===== src/rtl/dly_ld_sequencer_pkg.sv =====
// ============================================================
// dly_ld_sequencer_pkg : shared FSM encoding and delay field widths
// Rev 1.0
// ============================================================
`default_nettype none

package dly_ld_sequencer_pkg;

  typedef enum logic [0:0] {
    ST_IDLE   = 1'b0,
    ST_SETTLE = 1'b1
  } state_t;

  localparam int DLY_W    = 8;
  localparam int FINE_W   = 3;
  localparam int COARSE_W = 5;

endpackage

`default_nettype wire


===== src/rtl/dly_ld_sequencer_if.sv =====
// ============================================================
// dly_ld_sequencer_if : load/set command handshake
// Rev 1.0
// ============================================================
`default_nettype none

interface dly_ld_sequencer_if #(
  parameter int ADDR_W = 5
);
  import dly_ld_sequencer_pkg::*;

  logic              cmd_valid;
  logic              cmd_ready;
  logic              cmd_set;
  logic [ADDR_W-1:0] cmd_addr;
  logic [DLY_W-1:0]  cmd_data;

  modport master (
    output cmd_valid, cmd_set, cmd_addr, cmd_data,
    input  cmd_ready
  );

  modport slave (
    input  cmd_valid, cmd_set, cmd_addr, cmd_data,
    output cmd_ready
  );

endinterface

`default_nettype wire


===== src/rtl/dly_ld_sequencer_shadow_regs.sv =====
// ============================================================
// dly_shadow_regs : per-lane shadow of last loaded delay, registered readback
// Rev 1.0
// ============================================================
`default_nettype none

module dly_shadow_regs
  import dly_ld_sequencer_pkg::*;
#(
  parameter int               NUM_LANES   = 10,
  parameter int               ADDR_W      = 5,
  parameter logic [DLY_W-1:0] DELAY_VALUE = '0
) (
  input  logic              clk,
  input  logic              rst,
  input  logic              wr_en,
  input  logic [ADDR_W-1:0] wr_addr,
  input  logic [DLY_W-1:0]  wr_data,
  input  logic [ADDR_W-1:0] rd_addr,
  output logic [DLY_W-1:0]  rd_data
);

  logic [DLY_W-1:0] regs [NUM_LANES];
  logic [DLY_W-1:0] rd_mux;

  always_ff @(posedge clk or posedge rst) begin
    if (rst) begin
      for (int i = 0; i < NUM_LANES; i++) begin
        regs[i] <= DELAY_VALUE;
      end
    end else begin
      for (int i = 0; i < NUM_LANES; i++) begin
        if (wr_en && (wr_addr == ADDR_W'(i))) begin
          regs[i] <= wr_data;
        end
      end
    end
  end

  // Addresses with no matching lane fall through to zero.
  always_comb begin
    rd_mux = '0;
    for (int i = 0; i < NUM_LANES; i++) begin
      if (rd_addr == ADDR_W'(i)) begin
        rd_mux = regs[i];
      end
    end
  end

  always_ff @(posedge clk or posedge rst) begin
    if (rst) begin
      rd_data <= DELAY_VALUE;
    end else begin
      rd_data <= rd_mux;
    end
  end

endmodule

`default_nettype wire


===== src/rtl/dly_ld_sequencer.sv =====
// ============================================================
// dly_ld_sequencer : loads per-lane fine delays, then applies them with one set pulse
// Rev 1.0
// ============================================================
`default_nettype none

module dly_ld_sequencer
  import dly_ld_sequencer_pkg::*;
#(
  parameter int               NUM_LANES     = 10,
  parameter int               ADDR_W        = 5,
  parameter logic [DLY_W-1:0] DELAY_VALUE   = '0,
  parameter int               SETTLE_CYCLES = 4
) (
  input  logic                 clk,
  input  logic                 rst,
  dly_ld_sequencer_if.slave    cmd_if,
  output logic [DLY_W-1:0]     dly_data,
  output logic [NUM_LANES-1:0] dly_ld,
  output logic                 dly_set,
  output logic [NUM_LANES-1:0] pending,
  output logic                 err_addr,
  input  logic [ADDR_W-1:0]    rd_addr,
  output logic [DLY_W-1:0]     rd_data
);

  localparam logic [ADDR_W:0] LANE_LIMIT  = (ADDR_W+1)'(NUM_LANES);
  localparam logic [7:0]      SETTLE_INIT = 8'(SETTLE_CYCLES);

  state_t               state;
  state_t               state_nxt;
  logic [7:0]           settle_cnt;
  logic [7:0]           settle_cnt_nxt;
  logic                 accept;
  logic                 addr_ok;
  logic                 set_go;
  logic                 load_ok;
  logic                 load_bad;
  logic [NUM_LANES-1:0] lane_sel;

  assign cmd_if.cmd_ready = (state == ST_IDLE) && !rst;
  assign accept           = cmd_if.cmd_valid && cmd_if.cmd_ready;
  assign addr_ok          = {1'b0, cmd_if.cmd_addr} < LANE_LIMIT;
  assign set_go           = accept && cmd_if.cmd_set;
  assign load_ok          = accept && !cmd_if.cmd_set && addr_ok;
  assign load_bad         = accept && !cmd_if.cmd_set && !addr_ok;

  generate
    for (genvar i = 0; i < NUM_LANES; i++) begin : g_lane_sel
      assign lane_sel[i] = load_ok && (cmd_if.cmd_addr == ADDR_W'(i));
    end
  endgenerate

  always_comb begin
    state_nxt      = state;
    settle_cnt_nxt = settle_cnt;
    case (state)
      ST_IDLE: begin
        if (set_go) begin
          state_nxt      = ST_SETTLE;
          settle_cnt_nxt = SETTLE_INIT;
        end
      end
      ST_SETTLE: begin
        if (settle_cnt == 8'd0) begin
          state_nxt = ST_IDLE;
        end else begin
          settle_cnt_nxt = settle_cnt - 8'd1;
        end
      end
      default: state_nxt = ST_IDLE;
    endcase
  end

  always_ff @(posedge clk or posedge rst) begin
    if (rst) begin
      state      <= ST_IDLE;
      settle_cnt <= '0;
    end else begin
      state      <= state_nxt;
      settle_cnt <= settle_cnt_nxt;
    end
  end

  // Bus data and ld strobe are registered together so each lane samples a stable value.
  always_ff @(posedge clk or posedge rst) begin
    if (rst) begin
      dly_data <= DELAY_VALUE;
      dly_ld   <= '0;
      dly_set  <= 1'b0;
      err_addr <= 1'b0;
      pending  <= '0;
    end else begin
      dly_ld   <= lane_sel;
      dly_set  <= set_go;
      err_addr <= load_bad;
      if (load_ok) begin
        dly_data <= cmd_if.cmd_data;
      end
      if (set_go) begin
        pending <= '0;
      end else begin
        pending <= pending | lane_sel;
      end
    end
  end

  dly_shadow_regs #(
    .NUM_LANES   (NUM_LANES),
    .ADDR_W      (ADDR_W),
    .DELAY_VALUE (DELAY_VALUE)
  ) u_shadow (
    .clk     (clk),
    .rst     (rst),
    .wr_en   (load_ok),
    .wr_addr (cmd_if.cmd_addr),
    .wr_data (cmd_if.cmd_data),
    .rd_addr (rd_addr),
    .rd_data (rd_data)
  );

endmodule

`default_nettype wire


===== src/flat_wrapper.sv =====
// flat-port wrapper written by rule: the top's interface ports become plain ports
module dly_ld_sequencer_flat import dly_ld_sequencer_pkg::*;
#(
  parameter int               NUM_LANES     = 10,
  parameter int               ADDR_W        = 5,
  parameter logic [DLY_W-1:0] DELAY_VALUE   = '0,
  parameter int               SETTLE_CYCLES = 4
)
  (clk, rst, dly_data, dly_ld, dly_set, pending, err_addr, rd_addr, rd_data, cmd_if_cmd_valid, cmd_if_cmd_set, cmd_if_cmd_addr, cmd_if_cmd_data, cmd_if_cmd_ready);
  dly_ld_sequencer_if #(.ADDR_W(ADDR_W)) cmd_if_i ();
  input  logic clk;
  input  logic rst;
  output logic [DLY_W-1:0] dly_data;
  output logic [NUM_LANES-1:0] dly_ld;
  output logic dly_set;
  output logic [NUM_LANES-1:0] pending;
  output logic err_addr;
  input  logic [ADDR_W-1:0] rd_addr;
  output logic [DLY_W-1:0] rd_data;
  input wire logic [$bits(cmd_if_i.cmd_valid)-1:0] cmd_if_cmd_valid;
  input wire logic [$bits(cmd_if_i.cmd_set)-1:0] cmd_if_cmd_set;
  input wire logic [$bits(cmd_if_i.cmd_addr)-1:0] cmd_if_cmd_addr;
  input wire logic [$bits(cmd_if_i.cmd_data)-1:0] cmd_if_cmd_data;
  output wire logic [$bits(cmd_if_i.cmd_ready)-1:0] cmd_if_cmd_ready;
  assign cmd_if_i.cmd_valid = cmd_if_cmd_valid;
  assign cmd_if_i.cmd_set = cmd_if_cmd_set;
  assign cmd_if_i.cmd_addr = cmd_if_cmd_addr;
  assign cmd_if_i.cmd_data = cmd_if_cmd_data;
  assign cmd_if_cmd_ready = cmd_if_i.cmd_ready;
  dly_ld_sequencer #(.NUM_LANES(NUM_LANES), .ADDR_W(ADDR_W), .DELAY_VALUE(DELAY_VALUE), .SETTLE_CYCLES(SETTLE_CYCLES)) u_core (.clk(clk), .rst(rst), .cmd_if(cmd_if_i), .dly_data(dly_data), .dly_ld(dly_ld), .dly_set(dly_set), .pending(pending), .err_addr(err_addr), .rd_addr(rd_addr), .rd_data(rd_data));
endmodule

===== config.mk =====
export PLATFORM = sky130hd
export DESIGN_NAME = dly_ld_sequencer_flat
export DESIGN_NICKNAME = d
export VERILOG_FILES = /design/src/rtl/dly_ld_sequencer_pkg.sv /design/src/rtl/dly_ld_sequencer_if.sv /design/src/rtl/dly_ld_sequencer_shadow_regs.sv /design/src/rtl/dly_ld_sequencer.sv /design/src/flat_wrapper.sv
export SDC_FILE = /design/constraint.sdc
export NUM_CORES = 1
export LEC_CHECK = 0
export ABC_AREA = 0
export CAP_MARGIN = 5
export CORE_MARGIN = 8
export CORE_UTILIZATION = 38
export CTS_CLUSTER_SIZE = 25
export DETAILED_ROUTE_END_ITERATION = 10
export GPL_TIMING_DRIVEN = 1
export SETUP_SLACK_MARGIN = 0.1
export SYNTH_ARGS = -nofsm -noshare
export SYNTH_HDL_FRONTEND = slang
export SYNTH_HIERARCHICAL = 1
export SYNTH_SLANG_ARGS = --single-unit
export TNS_END_PERCENT = 5

===== constraint.sdc =====
create_clock -name clk -period 3.4 [get_ports clk]
set_input_delay 1.02 -clock clk [delete_from_list [all_inputs] [get_ports clk]]
set_output_delay 1.02 -clock clk [all_outputs]
set_load 0.1 [all_outputs]

==> metrics.md, run 1 <==
| Metric | Value |
|---|---|
| Post-synthesis instance total | `between 400 and 500` |
| FF+latch count, synth | `127` |
| Clock transition at the registers of the reported paths | `60 ps` |
| Highest Clock Rate | `327 MHz` |
| Clk Latency, worst-skew pair | `410 ps` |
| CTS tree | `yes` |
| Pre-CTS worst setup slack | `-81.9 ps` |
| DIE WIDTH | `139 um` |
| Arrival time of the worst setup path | `3340 ps` |
| Htree depth | `4` |
| Area added between synthesis and finish | `27.9%` |
| Initial antenna violation count | `0` |
| Via count normalized by instance count | `5.29` |
| Pre-Repair DR Iteration Count | `4` |
| Worst-path fanout max | `8` |
| Post-Route WL | `13100 um` |
| Final standard cell count with taps included and fillers excluded | `728` |
| Multi-input gate area in the final layout | `0.00243 mm2` |
| Data required time of the critical path | `3680 ps` |
| Fill cell count | `1300` |
| Power Density | `534 mW/mm2` |
| Post-CTS setup buffer count | `0` |
| Weighted congestion at the end of routability-driven global placement | `0.766` |
| Floorplan die area | `0.0193 mm2` |
| Antenna Diode Count | `0` |
| Commonest cells after routing, fill and taps aside | `127 x sky130_fd_sc_hd__dfrtp_1, 89 x sky130_fd_sc_hd__mux2_2, 59 x sky130_fd_sc_hd__buf_4` |
| Y dimension of the die | `139 um` |
| Setup-failing EPs final | `0` |
| Standard-cell row count | `45` |
| Final global-route overflow total | `0` |
| Number of pins with negative max-slew slack in the final report | `0` |
| ANT nets after route | `0` |
| Most common library cell in the layout ignoring fill and taps | `sky130_fd_sc_hd__dfrtp_1` |
| Total clock sinks | `127` |
| Min Clock Period, post-route | `3060 ps` |
| Final net count | `around 550` |
| Post-Synthesis Net Count | `465` |
| # placed instances | `696` |
| Final Cycle Share | `0.900` |
| Top Ports | `61` |
| Largest buffer count on any clock path | `2` |
| Pin count of the biggest net entering global routing | `45` |
| Core area | `0.0150 mm2` |
| Worst Hold Margin | `485 ps` |
| Cell leakage power | `3.57 nW` |
| Synthesized area per cell | `13.0 um2` |
| Setup CP Type | `in -> reg` |
| Buffers on Ports | `60` |
| Clock skew | `10.9 ps` |
| Peak supply drop | `roughly 450 uV` |
| Synthesized cell area | `0.00575 mm2` |
| Overall power of the completed layout | `3.92 mW` |
| Drc violations | `0` |
| Warnings, synthesis | `6` |
| Total track usage | `0.143` |
| Number of unique standard cell types used by synthesis | `between 50 and 60` |
| Number of vias after detailed routing | `~3800` |
| Sum of net half-perimeters after detailed placement | `around 9500 um` |
| Wire length of the first global-routing pass | `22000 um` |
| Dominant synthesized flop cell | `sky130_fd_sc_hd__dfrtp_1` |
| Post-cts repair resize count | `0` |
| Number of cells traversed by the worst register-to-register path | `6` |
| Worst Hold Depth | `2` |
| Final Hold Vio Count | `0` |
| Path type of the worst min-delay path | `reg -> reg` |
| Number of enable flip-flop cells after synthesis | `0` |
| Crit start category | `input pin` |
| Sequential-to-total area share from yosys stat | `0.553` |
| Fin worst setup slack | `341 ps` |
| Critical Path End Type | `register` |
| Register cell area after layout | `about 0.0032 mm2` |
| Starting DRC count in detailed routing | `155` |
| Average wire per standard cell | `18.0 um` |
| Number of violations of the max-capacitance limit | `0` |
| CTS Buf Count | `17` |
| Worst slew margin relative to its limit | `0.586` |
| RSZ-0062 raised after global routing | `no` |
| Finished Core Util | `0.491` |
| Result of the run | `finished clean` |
| Fraction of final layout cells with drive strength greater than 1 | `0.385` |
| Async set-or-reset flop fraction in the synthesized netlist | `1.00` |
| Via count of the first global-routing pass | `4147` |
| Initial Util | `0.384` |
| Buffer cell driving the clock tree root | `sky130_fd_sc_hd__clkbuf_16` |
| Number of hold buffers added after CTS | `0` |
| Worst Max-Slew Pin Slew | `617 ps` |
==> per-layer routing <==
metal | track usage | share of wire
met5 | 0 | 0
met4 | 0.0427 | 0.0084
met3 | 0.0461 | 0.045
met2 | 0.232 | 0.49
met1 | 0.179 | 0.46
==> cell families (layout without fill, tap and decap cells) <==
| logic type | count (synthesis) | count (layout) | synth area share |
|---|---|---|---|
| DFF | 127 | 127 | 0.553 |
| and+or+nand+nor | 104 | 104 | 0.107 |
| muxes | 116 | 116 | 0.236 |
| adders and majority gates | 2 | 2 | 0.00435 |
| AOI/OAI and AO/OA | 63 | 63 | 0.0755 |
| buffers and inverters | 29 | 128 | 0.0250 |
==> where the power goes <==
| part | switching (mW) | internal, mW | leakage (nW) |
|---|---|---|---|
| clock | 0.669 | 1.19 | 0.277 |
| combinational | 0.272 | 0.170 | 1.54 |
| sequential | 0.0517 | 1.57 | 1.75 |
| total | 0.992 | 2.93 | 3.57 |
==> state kept, by name, summed over array words and instances (netlist names) <==
signal / flops
u_core/dly_set: 1
u_core/err_addr: 1
u_core/dly_ld: 10
u_core/u_shadow/rd_data: 8
u_core/u_shadow/regs: 80
u_core/settle_cnt: 8
u_core/pending: 10
u_core/dly_data: 8
u_core/state: 1
==> critical path: stages <==
cell	delay, ps
sky130_fd_sc_hd__clkdlybuf4s50_1	450
sky130_fd_sc_hd__or4b_4	590
sky130_fd_sc_hd__a211oi_4	290
sky130_fd_sc_hd__nor4b_2	280
sky130_fd_sc_hd__and3_1	190
sky130_fd_sc_hd__buf_4	170
sky130_fd_sc_hd__mux2_2	350
==> final timing paths <==
path / from / endpoint / slack (ps)
max in group asynchronous: rst / u_core/dly_data[4] / 1590
setup reg to reg: u_core/state / u_core/u_shadow/regs[52] / 970
setup / recovery: cmd_if_cmd_set / u_core/u_shadow/regs[52] / 340
hold / removal: u_core/pending[4] / u_core/pending[4] / 490
hold reg to reg: u_core/pending[4] / u_core/pending[4] / 490
min in group asynchronous: rst / u_core/u_shadow/regs[39] / 1130
==> cells in the mapped netlist (3+ instances only) <==
cell,instances,area share
sky130_fd_sc_hd__dfrtp_1,127,0.55
sky130_fd_sc_hd__mux2_2,89,0.17
sky130_fd_sc_hd__nand2_1,34,0.022
sky130_fd_sc_hd__o21ai_0,28,0.024
sky130_fd_sc_hd__mux2i_1,22,0.038
sky130_fd_sc_hd__nor2_1,14,0.0091
sky130_fd_sc_hd__buf_2,10,0.0087
sky130_fd_sc_hd__nor3_1,9,0.0078
sky130_fd_sc_hd__buf_1,8,0.0052
sky130_fd_sc_hd__nand2b_1,6,0.0065
sky130_fd_sc_hd__a22oi_1,5,0.0065
sky130_fd_sc_hd__a2bb2oi_1,5,0.0076
sky130_fd_sc_hd__mux4_1,5,0.023
sky130_fd_sc_hd__o31ai_1,5,0.0065
sky130_fd_sc_hd__or3_1,5,0.0054
sky130_fd_sc_hd__inv_1,4,0.0026
sky130_fd_sc_hd__nand3b_1,4,0.0052
sky130_fd_sc_hd__nor2b_1,4,0.0044
sky130_fd_sc_hd__o22ai_1,4,0.0044
sky130_fd_sc_hd__a21oi_1,3,0.0026
sky130_fd_sc_hd__nor3b_1,3,0.0039
sky130_fd_sc_hd__nor4b_2,3,0.0078
sky130_fd_sc_hd__or4_1,3,0.0039
==> final cells by class <==
class,count,share of cell area
flip-flops and latches,127,0.432
multi-input cells,285,0.330
repair buffers,91,0.119
clock buffers,20,0.0621
well taps,188,0.0320
clock inverters,12,0.0218
inverters,5,0.00272
==> through the flow <==
step | TNS [ps] | instance area, um2
final | 0 | 7350
after global routing | 0 | 7350
after CTS | 0 | 7350
after detailed placement | -3160 | 6730
after global placement | -1460 | 6730
after floorplan | 0 | 5750
Power figures use the tool's default switching activity.
==> run 2, diff against run 1 <==
CTS_CLUSTER_DIAMETER = 60   (was default)
SKIP_LAST_GASP = 1   (was default)
==> results of run 2 <==
No change in the layout: final DEF, timing and power equal those of run 1.
